$ cat config.mk
export PLATFORM = sky130hd
export DESIGN_NAME = mcu_bus_fabric
export DESIGN_NICKNAME = d
export VERILOG_FILES = /design/src/rtl/mcu_bus_pkg.sv /design/src/rtl/mcu_bus_decoder.sv /design/src/rtl/mcu_bus_fabric.sv
export SDC_FILE = /design/constraint.sdc
export NUM_CORES = 1
export LEC_CHECK = 0
export CORE_MARGIN = 2
export CORE_UTILIZATION = 38
export CTS_CLUSTER_SIZE = 14
export DETAILED_ROUTE_END_ITERATION = 12
export PLACE_DENSITY = 0.82
export SLEW_MARGIN = 20
export SYNTH_ARGS = -nofsm -noshare
export SYNTH_HDL_FRONTEND = slang
export SYNTH_HIERARCHICAL = 1
export SYNTH_SLANG_ARGS = --single-unit
export TNS_END_PERCENT = 10
$ cat constraint.sdc
create_clock -name clk -period 3.1 [get_ports clk]
set_input_delay 0.31 -clock clk [delete_from_list [all_inputs] [get_ports clk]]
set_output_delay 0.31 -clock clk [all_outputs]
set_load 0.01 [all_outputs]
$ cat src/rtl/mcu_bus_pkg.sv
// Shared types and constants for the MCU bus fabric.
//   bus_state_e : fabric FSM states (idle, slave access in flight, response pulse)
//   Def*        : default address/data widths and region-index field placement
//   ERR_CNT_W   : width of the saturating error-response counter
package mcu_bus_pkg;

  typedef enum logic [1:0] {
    StIdle,
    StAccess,
    StResp
  } bus_state_e;

  localparam int unsigned DefAw    = 32;
  localparam int unsigned DefDw    = 32;
  localparam int unsigned DefDecLo = 8;
  localparam int unsigned DefDecW  = 8;

  localparam int unsigned ERR_CNT_W = 8;

endpackage

$ cat src/rtl/mcu_bus_decoder.sv
// Combinational address decoder for the MCU bus fabric.
// The region index is addr_i[DEC_LO+DEC_W-1:DEC_LO]. Indices below N_SLV map one-to-one
// onto slave ports; anything else is unmapped.
//   addr_i   : byte address
//   sel_o    : one-hot slave select, all zero when unmapped
//   mapped_o : 1 when the index addresses an existing slave
module mcu_bus_decoder
  import mcu_bus_pkg::*;
#(
  parameter int unsigned N_SLV  = 4,
  parameter int unsigned AW     = DefAw,
  parameter int unsigned DEC_LO = DefDecLo,
  parameter int unsigned DEC_W  = DefDecW
) (
  input  logic [AW-1:0]    addr_i,
  output logic [N_SLV-1:0] sel_o,
  output logic             mapped_o
);

  logic [DEC_W-1:0] idx;
  logic [31:0]      idx_ext;
  logic             unused_addr;

  assign idx         = addr_i[DEC_LO+DEC_W-1:DEC_LO];
  assign idx_ext     = 32'(idx);
  // Only the index field is decoded; the remaining address bits are don't-care here.
  assign unused_addr = ^addr_i;

  always_comb begin
    mapped_o = (idx_ext < N_SLV);
    sel_o    = '0;
    for (int unsigned i = 0; i < N_SLV; i++) begin
      sel_o[i] = mapped_o && (idx_ext == i);
    end
  end

endmodule

$ cat src/rtl/mcu_bus_fabric.sv
// Single-master bus fabric: decodes the master address onto N_SLV slave ports with a
// registered request/ready handshake, per-slave wait states, access timeout and error
// responses. All outputs are registered.
//   clk, rst          : clock and synchronous active-high reset
//   m_req/m_we/m_addr/m_wdata : master request, held until m_ready
//   m_ready/m_rdata/m_err     : one-cycle response pulse with data and error flag
//   s_sel/s_we/s_addr/s_wdata : one-hot select and registered request to the slaves
//   s_rdata/s_ready           : flattened slave read data and per-slave completion
//   err_cnt                   : saturating count of error responses
module mcu_bus_fabric
  import mcu_bus_pkg::*;
#(
  parameter int unsigned N_SLV   = 4,
  parameter int unsigned AW      = DefAw,
  parameter int unsigned DW      = DefDw,
  parameter int unsigned DEC_LO  = DefDecLo,
  parameter int unsigned DEC_W   = DefDecW,
  parameter int unsigned TIMEOUT = 16
) (
  input  logic                 clk,
  input  logic                 rst,
  input  logic                 m_req,
  input  logic                 m_we,
  input  logic [AW-1:0]        m_addr,
  input  logic [DW-1:0]        m_wdata,
  output logic                 m_ready,
  output logic [DW-1:0]        m_rdata,
  output logic                 m_err,
  output logic [N_SLV-1:0]     s_sel,
  output logic                 s_we,
  output logic [AW-1:0]        s_addr,
  output logic [DW-1:0]        s_wdata,
  input  logic [N_SLV*DW-1:0]  s_rdata,
  input  logic [N_SLV-1:0]     s_ready,
  output logic [ERR_CNT_W-1:0] err_cnt
);

  localparam int unsigned CntW = 8;

  bus_state_e           state_q;
  logic [CntW-1:0]      cnt_q;
  logic                 m_ready_q, m_err_q, s_we_q;
  logic [DW-1:0]        m_rdata_q, s_wdata_q;
  logic [AW-1:0]        s_addr_q;
  logic [N_SLV-1:0]     s_sel_q;
  logic [ERR_CNT_W-1:0] err_cnt_q;

  logic [N_SLV-1:0] dec_sel;
  logic             dec_mapped;
  logic             sel_ready;
  logic [DW-1:0]    sel_rdata;

  mcu_bus_decoder #(
    .N_SLV  (N_SLV),
    .AW     (AW),
    .DEC_LO (DEC_LO),
    .DEC_W  (DEC_W)
  ) u_decoder (
    .addr_i   (m_addr),
    .sel_o    (dec_sel),
    .mapped_o (dec_mapped)
  );

  // The registered one-hot select doubles as the index of the slave in flight, so
  // unselected ready bits and read data are masked off here.
  always_comb begin
    sel_ready = |(s_ready & s_sel_q);
    sel_rdata = '0;
    for (int unsigned i = 0; i < N_SLV; i++) begin
      if (s_sel_q[i]) begin
        sel_rdata = sel_rdata | s_rdata[i*DW +: DW];
      end
    end
  end

  always_ff @(posedge clk) begin
    if (rst) begin
      state_q   <= StIdle;
      cnt_q     <= '0;
      m_ready_q <= 1'b0;
      m_err_q   <= 1'b0;
      m_rdata_q <= '0;
      s_sel_q   <= '0;
      s_we_q    <= 1'b0;
      s_addr_q  <= '0;
      s_wdata_q <= '0;
      err_cnt_q <= '0;
    end else begin
      unique case (state_q)
        StIdle: begin
          if (m_req) begin
            if (dec_mapped) begin
              s_sel_q   <= dec_sel;
              s_we_q    <= m_we;
              s_addr_q  <= m_addr;
              s_wdata_q <= m_wdata;
              cnt_q     <= '0;
              state_q   <= StAccess;
            end else begin
              m_err_q   <= 1'b1;
              m_rdata_q <= '0;
              m_ready_q <= 1'b1;
              state_q   <= StResp;
            end
          end
        end
        StAccess: begin
          // Ready is checked first so it wins over a coincident timeout.
          if (sel_ready) begin
            m_rdata_q <= s_we_q ? '0 : sel_rdata;
            m_err_q   <= 1'b0;
            s_sel_q   <= '0;
            m_ready_q <= 1'b1;
            state_q   <= StResp;
          end else if (cnt_q == CntW'(TIMEOUT - 1)) begin
            m_rdata_q <= '0;
            m_err_q   <= 1'b1;
            s_sel_q   <= '0;
            m_ready_q <= 1'b1;
            state_q   <= StResp;
          end else begin
            cnt_q <= cnt_q + CntW'(1);
          end
        end
        StResp: begin
          if (m_err_q && (err_cnt_q != '1)) begin
            err_cnt_q <= err_cnt_q + ERR_CNT_W'(1);
          end
          m_ready_q <= 1'b0;
          m_err_q   <= 1'b0;
          m_rdata_q <= '0;
          state_q   <= StIdle;
        end
        default: state_q <= StIdle;
      endcase
    end
  end

  assign m_ready = m_ready_q;
  assign m_err   = m_err_q;
  assign m_rdata = m_rdata_q;
  assign s_sel   = s_sel_q;
  assign s_we    = s_we_q;
  assign s_addr  = s_addr_q;
  assign s_wdata = s_wdata_q;
  assign err_cnt = err_cnt_q;

endmodule

==> results.txt <==
----------------------------------------------------
[Run status]
  Status ... finished clean

[Yosys]
  Avg Cell Area, Syn ... 7.84 µm²
  Cell Area, Synth ... 5390 µm²
  Multiplexer fraction of the synthesized cell area ... 0.00557
  Net count of the mapped netlist ... 893
  Post-synthesis simple-gate area fraction ... 0.254
  Number of synthesis warnings ... 6
  Share of synthesized flip-flops with an asynchronous set or reset ... 0
  Number of enable flip-flop cells after synthesis ... 0
  Dominant register cell in the synthesized netlist ... sky130_fd_sc_hd__dfxtp_1
  Post-synthesis cell type with the largest combined area ... sky130_fd_sc_hd__dfxtp_1
  Number of standard cells after synthesis ... 688
  Xor and xnor fraction of the mapped netlist area ... 0.0146
  Synth area leaders ... sky130_fd_sc_hd__dfxtp_1, sky130_fd_sc_hd__nand2_1, sky130_fd_sc_hd__a22oi_1
  Adder and majority gate portion of the synthesized area ... 0.0116
  Sequential cell area fraction in the yosys report ... 0.449
  Area fraction of the dominant cell type after synthesis ... 0.449
  Synthesized-area fraction occupied by ao, oa, aoi and oai cells ... 0.215
  Yosys reg bits ... 121
  Post-synthesis cell type count ... 42
  Combinational family with the most area after synthesis ... simple AND/OR/NAND/NOR gates

[Worst setup path]
  Data required time of the worst path ... 3.44 ns
  Startpoint of the worst-slack reg-to-reg timing path ... state_q[1]$_SDFFE_PP0P_
  Type of destination of the critical path ... register
  Largest fanout on the critical path ... 6
  Slowest cell on crit path ... sky130_fd_sc_hd__or4_4
  Largest stage delay, worst path ... 0.58 ns
  WP data arrival ... 2.91 ns
  Family with the most delay on the worst path ... simple AND/OR/NAND/NOR gates
  Worst-path cell chain ... clkdlybuf4s50_1 -> or4_4 -> nor3_1 -> nand3_2 -> a22o_1 -> or2_4 -> or4_1 -> a21oi_1
  Startpoint kind of the worst setup timing path ... input pin
  Critical path buffer and inverter count ... 1
  Crit Path Category ... in -> reg
  Worst setup startpoint ... m_addr[14]

[Cells and area]
  Ant diodes ... 0
  Count of nets after finishing ... 1,178
  Final standard cell count with taps included and fillers excluded ... 1,166
  Layout Area Growth over Synthesis ... 69.9%
  Layout cells sized above 1 ... 0.0507
  Commonest non-fill, non-tap cells in the layout ... sky130_fd_sc_hd__clkdlybuf4s50_1, sky130_fd_sc_hd__nand2_1, sky130_fd_sc_hd__dfxtp_1
  Most common library cell in the layout ignoring fill and taps ... sky130_fd_sc_hd__clkdlybuf4s50_1

[Drt]
  Number of optimization iterations in the first detailed-route pass ... 5
  Number of violations reported at the end of detailed-routing iteration 0 ... 337
  DR vias/cell ... 5.14
  Count of antenna-violating nets left after detailed routing ... 0
  Avg WL per Cell ... 16.1 µm
  Post-Route WL ... 18,800 µm
  Overall via count from detail_route ... 5,997
  DRC errors left ... 0

[Global route]
  Remaining global-route overflow ... 0
  Via count of the first global-routing pass ... 5,733
  Number of antenna violations at the first check in global routing ... 0
  Largest net degree at the start of global routing ... 71
  Wire length of the first global-routing pass ... 28,700 µm
  Total GRT Usage ... 0.245

[Timing]
  Setup repair after global routing missed its margin ... no
  Worst hold margin ... 0.435 ns
  Final TNS setup ... 0 ns
  Worst setup skew after layout ... 0.0131 ns
  Worst setup slack after layout ... 0.528 ns
  Final setup violation count ... 0
  Final period util ... 0.830
  Tightest slew margin relative to the limit ... 0.531
  Number of pins exceeding their max-slew limit in the final report ... 0
  Hold Vio Cnt, Final ... 0
  Timing-limited maximum frequency ... 0.389 GHz
  Slew at the pin closest to its max-slew limit ... 0.704 ns
  Min Tclk post-route ... 2.57 ns

[Job]
  Maximum Capacitance Violations ... 0

[Min path]
  Type of the most critical hold path ... in -> reg
  Launch point of the worst hold path ... m_wdata[19]

[Clocking]
  Clock buffer depth ... 2
  Buffer type at the clock tree root ... sky130_fd_sc_hd__clkbuf_16
  Gates resized, CTS repair ... 0
  Clock-pin slew reported for the worst setup and hold paths after clock tree synthesis ... 0.06 ns
  Number of sinks on the clock net ... 121
  Clock tree from TritonCTS ... yes
  Cts-stage hold buffer count ... 0
  Insertion delay of the later-clocked pin in the worst-skew pair ... 0.42 ns
  H-tree levels ... 4
  TritonCTS buffer count ... 17
  Postcts setup bufs ... 0

[Floorplanning]
  Area of the core ... 13,900 µm²
  I/O pin cnt ... 311
  Starting utilization of the core area ... 0.388
  Number of placement rows ... 43
  Die boundary width ... 123 µm
  Area enclosed by the die boundary ... 15,200 µm²
  Die Span Y ... 123 µm

[Place]
  Post-place setup slack ... 0.153 ns
  Global placement routability congestion ... 0.816
  DP Cell Count ... 1,134
  Count of port buffers added during placement ... 310
  Total half-perimeter wirelength after legalization and detailed placement ... 13,200 µm

[Power and ir drop]
  Maximum resistive drop on vdd ... 0.470 mV
  Cell area power density ... 416 nW/µm²
  Leakage power of the design ... 3.20 nW
  Power after layout ... 0.00381 W

----------------------------------------------------
-- per-layer routing --
metal / GRT usage / up-vias / share of wire / routed length (µm)
met3: 0.108 / 29 / 0.11 / 2160
met4: 0.0888 / 0 / 0.024 / 444
met2: 0.409 / 256 / 0.48 / 9000
met1: 0.278 / 2760 / 0.38 / 7200
met5: 0 / - / 0 / 0
li1: - / 2952 / - / -
-- final timing paths --
check	end	slack, ns	depth (start not counted)
max	cnt_q[6]$_SDFFE_PP0P_	0.53	8
min	s_wdata[19]$_SDFFE_PP0P_	0.43	3
max reg2reg	cnt_q[6]$_SDFFE_PP0P_	0.91	7
min reg2reg	s_addr[10]$_SDFFE_PP0P_	0.45	2
-- registers in the layout (all words and copies together), names as in the netlist --
register and flops:
state_q 2, s_wdata 32, s_addr 32, s_sel 4
m_rdata 32, m_err 1, cnt_q 8, err_cnt 8
s_we 1, m_ready 1
-- tightest hold or removal path, delay by kind of cell --
kind | cells | cell delay, ns
simple gates | 1 | 0.05
compound gates | 1 | 0.05
buf+inv | 1 | 0.39
-- power by group --
part	total [W]	internal, W	switching (W)
sequential	0.00157	0.00156	0.00000632
clock	0.00184	0.00110	0.000737
combinational	0.000401	0.000266	0.000135
-- synthesized netlist by cell type (2+ instances only) --
library cell               number
sky130_fd_sc_hd__o21ai_0       29
sky130_fd_sc_hd__o31ai_1        2
sky130_fd_sc_hd__buf_1          4
sky130_fd_sc_hd__ha_1           5
sky130_fd_sc_hd__clkbuf_1      40
sky130_fd_sc_hd__nor2_1        23
sky130_fd_sc_hd__inv_1          6
sky130_fd_sc_hd__a22o_1         3
sky130_fd_sc_hd__dfxtp_1      121
sky130_fd_sc_hd__xnor2_1        7
sky130_fd_sc_hd__buf_2          4
sky130_fd_sc_hd__nor3_1         7
sky130_fd_sc_hd__a22oi_1       64
sky130_fd_sc_hd__xor2_1         2
sky130_fd_sc_hd__nand2b_1      40
sky130_fd_sc_hd__o21ai_1        4
sky130_fd_sc_hd__buf_4          2
sky130_fd_sc_hd__and4_1         2
sky130_fd_sc_hd__nor4_1         5
sky130_fd_sc_hd__nand2_1      170
sky130_fd_sc_hd__nand4_1        4
sky130_fd_sc_hd__mux2i_1        3
sky130_fd_sc_hd__a21oi_1       75
sky130_fd_sc_hd__buf_6          4
sky130_fd_sc_hd__nand3_1       44
sky130_fd_sc_hd__or4_1          2
-- through the flow --
step	utilization	cell area (µm²)
5_1_grt	0.660	9160
2_1_floorplan	-	5390
3_5_place_dp	0.620	8600
6_report	0.660	9160
4_1_cts	0.660	9160
3_3_place_gp	0.620	8600
-- cell families (layout without fill, tap and decap cells) --
group | count (synthesis) | after routing
and+or+nand+nor | 303 | 303
adders and majority gates | 5 | 5
DFF | 121 | 121
muxes | 3 | 3
xor gates and xnor gates | 9 | 9
buffers and inverters | 60 | 358
AOI/OAI and AO/OA | 187 | 187
-- area by class of cell --
class | count | area [µm²]
Timing Repair Buffer | 320 | 3200
Clock buffer | 18 | 429
Tap cell | 180 | 225
Inverter | 6 | 22.5
Multi-Input combinational cell | 507 | 2730
Clock inverter | 14 | 126
Fill cell | 1174 | 4720
Sequential cell | 121 | 2420
Power figures use the tool's default switching activity.
